### src/rtl/pipelined_barrel_shifter_if.sv
// Issue/result channel of the pipelined barrel shifter.
//   master : issuing side   (drives flush, in_*, out_ready)
//   slave  : the shifter    (drives in_ready, out_valid, out_data, out_tag)
// in_op encoding: 00 SLL, 01 SRL, 10 SRA, 11 ROR.
interface pipelined_barrel_shifter_if #(
  parameter int WIDTH     = 64,
  parameter int TAG_WIDTH = 6
);
  localparam int SHW = $clog2(WIDTH);

  logic                 flush;
  logic                 in_valid;
  logic                 in_ready;
  logic [WIDTH-1:0]     in_data;
  logic [SHW-1:0]       in_shamt;
  logic [1:0]           in_op;
  logic [TAG_WIDTH-1:0] in_tag;
  logic                 out_valid;
  logic                 out_ready;
  logic [WIDTH-1:0]     out_data;
  logic [TAG_WIDTH-1:0] out_tag;

  modport master (
    output flush, in_valid, in_data, in_shamt, in_op, in_tag, out_ready,
    input  in_ready, out_valid, out_data, out_tag
  );

  modport slave (
    input  flush, in_valid, in_data, in_shamt, in_op, in_tag, out_ready,
    output in_ready, out_valid, out_data, out_tag
  );
endinterface

### src/rtl/pipelined_barrel_shifter.sv
// Pipelined barrel shifter: log2(WIDTH) power-of-two shift stages, grouped
// STAGES_PER_REG at a time between pipeline registers, with valid/ready
// flow control, tag pass-through and flush.
// Ports:
//   clk   - clock, rising edge
//   reset - synchronous, active high; clears valids, data and tags
//   bus   - pipelined_barrel_shifter_if.slave (issue + result channels, flush)
// Every mode is computed as a right shift: SLL bit-reverses on entry and
// again before the last register, so one shift network serves all four.

// One group of shift stages [LO, HI) feeding a pipeline register.
module pipelined_barrel_shifter_grp #(
  parameter int WIDTH = 64,
  parameter int LO    = 0,
  parameter int HI    = 1,
  parameter bit FIRST = 1'b0,
  parameter bit LAST  = 1'b0
) (
  input  logic [WIDTH-1:0] d_in,
  input  logic [HI-LO-1:0] shamt,
  input  logic [1:0]       op,
  output logic [WIDTH-1:0] d_out
);
  localparam logic [1:0] OP_SLL = 2'b00;
  localparam logic [1:0] OP_SRA = 2'b10;
  localparam logic [1:0] OP_ROR = 2'b11;

  function automatic logic [WIDTH-1:0] bit_rev(input logic [WIDTH-1:0] d);
    logic [WIDTH-1:0] r;
    for (int i = 0; i < WIDTH; i++) r[i] = d[WIDTH-1-i];
    return r;
  endfunction

  // Right shift by sh; vacated top bits come from fill. SRA keeps the
  // current MSB, which is always the original sign bit.
  function automatic logic [WIDTH-1:0] stage_shift(input logic [WIDTH-1:0] d,
                                                   input int sh,
                                                   input logic [1:0] mode);
    logic [WIDTH-1:0] fill;
    case (mode)
      OP_SRA:  fill = {WIDTH{d[WIDTH-1]}};
      OP_ROR:  fill = d;
      default: fill = '0;
    endcase
    return (d >> sh) | (fill << (WIDTH - sh));
  endfunction

  always_comb begin
    d_out = d_in;
    if (FIRST && op == OP_SLL) d_out = bit_rev(d_out);
    for (int k = 0; k < HI - LO; k++)
      if (shamt[k]) d_out = stage_shift(d_out, 1 << (LO + k), op);
    if (LAST && op == OP_SLL) d_out = bit_rev(d_out);
  end
endmodule

module pipelined_barrel_shifter #(
  parameter int WIDTH          = 64,
  parameter int STAGES_PER_REG = 2,
  parameter int TAG_WIDTH      = 6
) (
  input logic                        clk,
  input logic                        reset,
  pipelined_barrel_shifter_if.slave  bus
);
  localparam int LOGW = $clog2(WIDTH);
  localparam int LAT  = (LOGW + STAGES_PER_REG - 1) / STAGES_PER_REG;

  if (WIDTH < 2 || (WIDTH & (WIDTH - 1)) != 0) begin : g_bad_width
    $error("pipelined_barrel_shifter: WIDTH must be a power of two >= 2");
  end
  if (STAGES_PER_REG < 1) begin : g_bad_spr
    $error("pipelined_barrel_shifter: STAGES_PER_REG must be >= 1");
  end

  typedef struct packed {
    logic [WIDTH-1:0]     data;
    logic [LOGW-1:0]      shamt;
    logic [1:0]           op;
    logic [TAG_WIDTH-1:0] tag;
  } slot_t;

  slot_t            src      [1:LAT];  // what enters each stage group
  slot_t            nxt      [1:LAT];  // group result, next slot contents
  slot_t            slot_q   [1:LAT];
  logic [WIDTH-1:0] nxt_data [1:LAT];
  logic [LAT:1]     vld_pipe;
  logic [LAT:1]     adv;   // slot content leaves this cycle (or may, if empty)
  logic [LAT:1]     take;  // valid arriving into each slot
  logic             accept;

  for (genvar s = 1; s <= LAT; s++) begin : g_slot
    localparam int LO = (s - 1) * STAGES_PER_REG;
    localparam int HI = (s * STAGES_PER_REG < LOGW) ? s * STAGES_PER_REG : LOGW;

    if (s == 1) begin : g_head
      assign src[s] = '{data: bus.in_data, shamt: bus.in_shamt,
                        op: bus.in_op, tag: bus.in_tag};
    end else begin : g_link
      assign src[s] = slot_q[s-1];
    end

    pipelined_barrel_shifter_grp #(
      .WIDTH(WIDTH), .LO(LO), .HI(HI), .FIRST(s == 1), .LAST(s == LAT)
    ) u_grp (
      .d_in  (src[s].data),
      .shamt (src[s].shamt[HI-1:LO]),
      .op    (src[s].op),
      .d_out (nxt_data[s])
    );

    assign nxt[s] = '{data: nxt_data[s], shamt: src[s].shamt,
                      op: src[s].op, tag: src[s].tag};
  end

  // Backward advance chain: a slot moves when its successor is empty or
  // moving; the tail moves when the consumer is ready.
  always_comb begin
    adv       = '0;
    take      = '0;
    adv[LAT]  = bus.out_ready;
    for (int s = LAT - 1; s >= 1; s--) adv[s] = !vld_pipe[s+1] || adv[s+1];
    take[1]   = accept;
    for (int s = 2; s <= LAT; s++) take[s] = vld_pipe[s-1];
  end

  // Depends only on pipeline state, out_ready, flush and reset, never in_valid.
  assign bus.in_ready = !reset && !bus.flush && (!vld_pipe[1] || adv[1]);
  assign accept       = bus.in_valid && bus.in_ready;

  always_ff @(posedge clk) begin
    if (reset) begin
      vld_pipe <= '0;
      for (int s = 1; s <= LAT; s++) slot_q[s] <= '0;
    end else begin
      for (int s = 1; s <= LAT; s++) begin
        if (!vld_pipe[s] || adv[s]) begin
          vld_pipe[s] <= take[s];
          // Payload only loads with a real operation, so a stalled or idle
          // tail keeps its last data/tag.
          if (take[s]) slot_q[s] <= nxt[s];
        end
      end
      if (bus.flush) vld_pipe <= '0;
    end
  end

  assign bus.out_valid = vld_pipe[LAT];
  assign bus.out_data  = slot_q[LAT].data;
  assign bus.out_tag   = slot_q[LAT].tag;

  // The tail's shift amount and mode are no longer needed.
  logic unused_tail;
  assign unused_tail = ^{slot_q[LAT].shamt, slot_q[LAT].op};
endmodule

### src/flat_wrapper.sv
// flat-port wrapper written by rule: the top's interface ports become plain ports
module pipelined_barrel_shifter_flat 
#(
  parameter int WIDTH          = 64,
  parameter int STAGES_PER_REG = 2,
  parameter int TAG_WIDTH      = 6
)
  (clk, reset, bus_flush, bus_in_valid, bus_in_data, bus_in_shamt, bus_in_op, bus_in_tag, bus_out_ready, bus_in_ready, bus_out_valid, bus_out_data, bus_out_tag);
  pipelined_barrel_shifter_if #(.WIDTH(WIDTH), .TAG_WIDTH(TAG_WIDTH)) bus_i ();
  input logic clk;
  input logic reset;
  input wire logic [$bits(bus_i.flush)-1:0] bus_flush;
  input wire logic [$bits(bus_i.in_valid)-1:0] bus_in_valid;
  input wire logic [$bits(bus_i.in_data)-1:0] bus_in_data;
  input wire logic [$bits(bus_i.in_shamt)-1:0] bus_in_shamt;
  input wire logic [$bits(bus_i.in_op)-1:0] bus_in_op;
  input wire logic [$bits(bus_i.in_tag)-1:0] bus_in_tag;
  input wire logic [$bits(bus_i.out_ready)-1:0] bus_out_ready;
  output wire logic [$bits(bus_i.in_ready)-1:0] bus_in_ready;
  output wire logic [$bits(bus_i.out_valid)-1:0] bus_out_valid;
  output wire logic [$bits(bus_i.out_data)-1:0] bus_out_data;
  output wire logic [$bits(bus_i.out_tag)-1:0] bus_out_tag;
  assign bus_i.flush = bus_flush;
  assign bus_i.in_valid = bus_in_valid;
  assign bus_i.in_data = bus_in_data;
  assign bus_i.in_shamt = bus_in_shamt;
  assign bus_i.in_op = bus_in_op;
  assign bus_i.in_tag = bus_in_tag;
  assign bus_i.out_ready = bus_out_ready;
  assign bus_in_ready = bus_i.in_ready;
  assign bus_out_valid = bus_i.out_valid;
  assign bus_out_data = bus_i.out_data;
  assign bus_out_tag = bus_i.out_tag;
  pipelined_barrel_shifter #(.WIDTH(WIDTH), .STAGES_PER_REG(STAGES_PER_REG), .TAG_WIDTH(TAG_WIDTH)) u_core (.clk(clk), .reset(reset), .bus(bus_i));
endmodule
### config.mk
export PLATFORM = sky130hd
export DESIGN_NAME = pipelined_barrel_shifter_flat
export DESIGN_NICKNAME = d
export VERILOG_FILES = /design/src/rtl/pipelined_barrel_shifter_if.sv /design/src/rtl/pipelined_barrel_shifter.sv /design/src/flat_wrapper.sv
export SDC_FILE = /design/constraint.sdc
export NUM_CORES = 1
export LEC_CHECK = 0
export BUFFER_PORTS_ARGS = -buffer_cell sky130_fd_sc_hd__buf_2
export CELL_PAD_IN_SITES_DETAIL_PLACEMENT = 0
export CELL_PAD_IN_SITES_GLOBAL_PLACEMENT = 1
export CORE_ASPECT_RATIO = 0.5
export CORE_MARGIN = 3
export CORE_UTILIZATION = 49
export CTS_CLUSTER_SIZE = 14
export DETAILED_ROUTE_END_ITERATION = 12
export MAX_ROUTING_LAYER = met4
export PLACE_DENSITY_LB_ADDON = 0.1
export SYNTH_ARGS = -nofsm -noshare
export SYNTH_HDL_FRONTEND = slang
export SYNTH_SLANG_ARGS = --single-unit
### constraint.sdc
create_clock -name clk -period 3.5 [get_ports clk]
set_input_delay 0.35 -clock clk [delete_from_list [all_inputs] [get_ports clk]]
set_output_delay 0.35 -clock clk [all_outputs]
set_load 0.02 [all_outputs]
======== Yosys cells after proc, flatten, opt, wreduce, memory -nomap -nowiden ========
Memory sizes are Yosys's and may differ from the RTL's.
Index checks and enable logic that the tools add are counted.
storage, ports and cells
  register bits after elaboration ......... 3
  memory bits (writable) .................. 234
  input port bits ......................... 83
  output and inout port bits .............. 72
  logic and storage cells ................. 70
  memories ................................ 1
cells by class
  eq/ne operators ......................... 6
  mux-type cells .......................... 37
  bitwise operators ....................... 9
  reduce and logical (&&, ||, !) cells .... 14
memories
  memory         words  bits a word  read ports  clocked after memory_dff  wr ports  line                            text
  u_core.slot_q  3      78           3           0                         3         pipelined_barrel_shifter.sv:85  slot_t slot_q [1:LAT];
operators with widths
  operator                                        count
  64-bit two-way mux                              8
  78-bit two-way mux                              3
  32-bit by 64-bit bitwise OR with 64-bit output  1
  48-bit by 64-bit bitwise OR with 64-bit output  1
  56-bit by 64-bit bitwise OR with 64-bit output  1
  60-bit by 64-bit bitwise OR with 64-bit output  1
  62-bit by 64-bit bitwise OR with 64-bit output  1
  63-bit by 64-bit bitwise OR with 64-bit output  1
  32-bit case mux with 2 select lines             1
  32-bit two-way mux                              1
  16-bit case mux with 2 select lines             1
  16-bit two-way mux                              1
  8-bit case mux with 2 select lines              1
  1-bit two-way mux                               15
  2-bit equality test (second input constant)     6
  8-bit two-way mux                               1
  4-bit case mux with 2 select lines              1
  1-bit zero test                                 5
  2-bit zero test                                 2
  4-bit two-way mux                               1
  2-bit case mux with 2 select lines              1
  1-bit logical AND                               3
  1-bit logical OR                                3
  1-bit bitwise OR                                3
  other kinds (3)                                 3

======== Depth between registers and ports, before layout ========
An unclocked memory read counts as a cell.
  word-level depth ........................ 12
  mapped depth ............................ 7
  gate-level depth less buffers ........... 4

======== Modules after synthesis ========
A second synthesis with hierarchy kept.
second synthesis, totals
  cell total of the unflattened synthesis .. 1,382
  area, all modules ....................... 16,235.6 um2
modules (own cells, without submodules)
  module                                                  instances  cells each  area each (um2)  sequential area each (um2)
  pipelined_barrel_shifter                                1          594         9,557.9          6,666.4
  pipelined_barrel_shifter_grp at u_core.g_slot[1].u_grp  1          295         2,512.4          0.0
  pipelined_barrel_shifter_grp at u_core.g_slot[3].u_grp  1          346         2,348.5          0.0
  pipelined_barrel_shifter_grp at u_core.g_slot[2].u_grp  1          147         1,816.7          0.0

======== Least setup slack after synthesis ========
No wires, ideal clock.
  kind .................................... in2reg
  from .................................... in reset
  to ...................................... reg u_core.slot_q[0][156] (netlist name)
  setup time .............................. 0.445 ns
  arrival ................................. 2.566 ns
  data required time ...................... 3.055 ns
  path slack .............................. 0.489 ns
  stages .................................. 2
  path buffers ............................ 1
  path through ............................ clkbuf_1 nand2b_1
RTL lines
  what                line                text
  start: declaration  flat_wrapper.sv:11  input logic reset;

==> run summary <==
GR Util met3: 0.0553
Fin nets: 1308
Grt total ovfl: 0
P_leak: 5.83 nW
Crit path arrival time: 3010 ps
Clk pwr share: 0.351
Final Power: 6.58 mW
Die Height: 126 um
Netlist cell types: 61
Worst Setup EP: u_core.slot_q[0][298]
Met2 usage: 0.315
Starting Density: 0.502
Final worst path period share: 0.785
Reg2reg start: u_core.slot_q[0][169]
Internal reg-to-reg setup slack: 750 ps
Psw: 1.73 mW
CTS resizes: 0
Max-slew violation count: 0
Max_slew headroom: 0.403
Post-route ant nets: 0
CP Max Fanout: 22
Final setup violation count: 0
DR WL/cell: 22.7 um
Port Buffers: 154
Final min period: 2750 ps
Core ar.: 27900 um2
Routed wire length: 36.8 mm
Cells after synthesis: 1126
I/O pin cnt: 155
Postcts setup bufs: 0
#FFs+latches synth: 223
Syn_area_per_cell: 12.5 um2
Largest net degree at the start of global routing: 85
Final Hold Fails: 0
Post-cts hold buffer count: 0
Top post-synthesis cells by area: edfxtp_1 (47%), mux2i_1 (12%), mux4_2 (9.0%)
Reg power frac: 0.494
Vias in the first global route: 9316
Cell Rows: 43
Comb pwr share: 0.155
Clk pin slew, worst setup/hold paths: 60 ps
GPL Wtd Cong: 0.890
PD cells: 421 nW/um2
Most Crowded Layer GR: met1
GRT Overall Usage: 0.245
Hold WS: 28.5 ps
Initial antenna violation count: 1
Area delta synth->final: 11.3%
Yosys top cell area share: 0.471
Fillers: 2375
Internal power: 4.85 mW
Max Freq: 364 MHz
Die area: 30800 um2
CTS HTree Levels: 1
Layout cells sized above 1: 0.259
Slew @ Worst Pin: 896 ps
Largest area contributor in the netlist: edfxtp_1
Yosys Warn Count: 0
Worst VDD drop: 0.240 mV
Worst Path Required: 3760 ps
Sink Count: 223
Predominant post-synthesis flop cell: edfxtp_1
CP Launch Point: u_core.slot_q[0][169]
TNS Setup: 0 ps
Post-DP HPWL: 28.2 mm
Drt via density: 6.09
Ant. Diodes: 0
Status: complete, no violations
CP Class: reg -> reg
Clock latency on the worst-skew pair: 540 ps
M1 GR Usage: 0.392
FFs w/ async S/R, synth: 0
Clock Skews: 8.38 ps
Mapped cell area: 14000 um2
Startpoint Class: flop
First-pass GRT wire length: 56.5 mm
Drt pass-1 iters: 5
CTS tree: done
FF-to-FF path depth: 3
Post-synth net total: 1209
Type of the tightest min-delay check: in -> reg
Root buffer cell: clkbuf_16
Net Sw Frac: 0.263
Post-synth EDFFs: 220
Reg2reg end: u_core.slot_q[0][298]
Sequential fraction of the synthesis area: 0.475
DRC viols: 0
RSZ-0062 raised after global routing: false
1st-iter DRT viols: 1111
Maxcap violations: 0
Routed vias: 9871
CP Capture Type: flop
CTS Buf Count: 22
Clock Path Buffers: 3
Die Width: 245 um
-- critical path: stages, from the launching register on --
cell      delay (ps)
edfxtp_1         930
nand2_1          800
o22ai_1          580
o21ai_0          160
-- stage by stage --
stage / cell area, um2 / instances / util / worst slack, ps
after floorplan: 14000 / 1126 / - / 489
after global placement: 14900 / 1583 / 0.534 / 889
after detailed placement: 14900 / 1583 / 0.534 / 852
after CTS: 15600 / 1621 / 0.559 / 842
after global routing: 15600 / 1621 / 0.559 / 601
final: 15600 / 1621 / 0.559 / 753
-- power by group through the flow --
| stage | Sequential (mW) | Clock [mW] | Combinational, mW |
|---|---|---|---|
| 2_1_floorplan | 3.26 | 0 | 0.718 |
| 3_3_place_gp | 3.29 | 0 | 1.01 |
| 3_5_place_dp | 3.30 | 0 | 1.01 |
| 4_1_cts | 3.24 | 2.35 | 1.01 |
| 5_1_grt | 3.26 | 2.47 | 1.11 |
| 6_report | 3.25 | 2.31 | 1.02 |
-- registers in the layout (all words and copies together) (netlist names) --
signal / count
u_core.vld_pipe: 3
u_core.slot_q: 220
-- cell usage in the layout (no fill, tap or decap), drive strengths merged, types with 2 or more instances in the layout --
cell / Yosys / layout
nor2b: 24 / 24
o221ai: 10 / 10
nand3: 12 / 12
a22oi: 5 / 5
clkbuf: 33 / 26
a31oi: 6 / 6
o2bb2ai: 10 / 10
a211oi: 30 / 30
dfxtp: 3 / 3
o31ai: 6 / 6
inv: 11 / 11
a22o: 60 / 60
mux4: 56 / 56
or2: 3 / 3
o211ai: 6 / 6
a221oi: 3 / 3
o22ai: 34 / 34
buf: 70 / 178
mux2: 29 / 29
a21oi: 36 / 36
o21ba: 6 / 6
o32ai: 6 / 6
nand2: 42 / 42
nand4: 3 / 3
mux2i: 168 / 168
nor3: 5 / 5
o211a: 4 / 4
nand3b: 2 / 2
o21ai: 43 / 43
edfxtp: 220 / 220
o221a: 3 / 3
and2: 76 / 76
nand2b: 24 / 24
clkinv: 1 / 10
nor2: 47 / 47
o21a: 7 / 7
nor4: 7 / 7
o21bai: 6 / 6
bufinv: 0 / 2
-- cell usage after synthesis, types with 2 or more instances --
master / count
a31oi_1: 6
o21a_1: 7
mux2i_1: 168
nand2b_1: 24
a211oi_1: 30
nand3_1: 12
nand4_1: 3
mux2_2: 29
o22ai_1: 34
o2bb2ai_1: 10
or2_2: 3
o21ai_0: 42
mux4_2: 56
nor2_1: 46
nor2b_1: 23
o211ai_1: 6
dfxtp_1: 3
buf_2: 39
nand3b_1: 2
o221a_2: 3
inv_1: 11
and2_1: 66
nor4_1: 6
and2_0: 5
nor3_1: 3
buf_8: 7
clkbuf_1: 33
a21oi_1: 36
o32ai_1: 6
a22oi_1: 5
o31ai_1: 6
edfxtp_1: 220
buf_1: 5
o211a_1: 4
buf_4: 8
o21bai_1: 6
a22o_1: 59
nand2_1: 42
buf_6: 11
and2_2: 4
a221oi_1: 3
o221ai_1: 10
o21ba_2: 6
-- metal layers --
metal,vias up,part of all wire
li1,4638,-
met1,4804,0.51
met2,380,0.39
met3,49,0.084
met4,0,0.018
met5,-,0
-- how the worst min path moves through the flow --
stage | startpoint | endpoint | slack [ps] | cells past startpoint
after CTS | bus_flush | u_core.vld_pipe[2] | 10 | 2
after global routing | bus_flush | u_core.vld_pipe[2] | 30 | 2
after floorplan | bus_flush | u_core.vld_pipe[2] | 430 | 1
final | bus_flush | u_core.vld_pipe[2] | 30 | 2
after detailed placement | u_core.slot_q[0][161] | u_core.slot_q[0][239] | 510 | 1
after global placement | u_core.slot_q[0][157] | u_core.slot_q[0][235] | 500 | 1
-- area by class of cell --
class / count / area [um2] / share of cell area
Inverter: 12 / 45.0 / 0.00288
Multi-Input combinational cell: 788 / 6710 / 0.429
Sequential cell: 223 / 6670 / 0.427
Tap cell: 382 / 478 / 0.0306
Clock inverter: 12 / 140 / 0.00897
Timing Repair Buffer: 178 / 1020 / 0.0651
Clock buffer: 26 / 566 / 0.0362
-- kinds of logic (layout without fill, tap and decap cells) --
group / count (synthesis) / in the layout / share of synthesized area
compound gates: 284 / 284 / 0.145
xor+xnor: 1 / 1 / 0.000624
buf+inv: 115 / 228 / 0.0479
flops: 223 / 223 / 0.475
mux: 253 / 253 / 0.233
simple gates: 250 / 250 / 0.0983
Note: power is estimated with default switching activity, not from simulation.
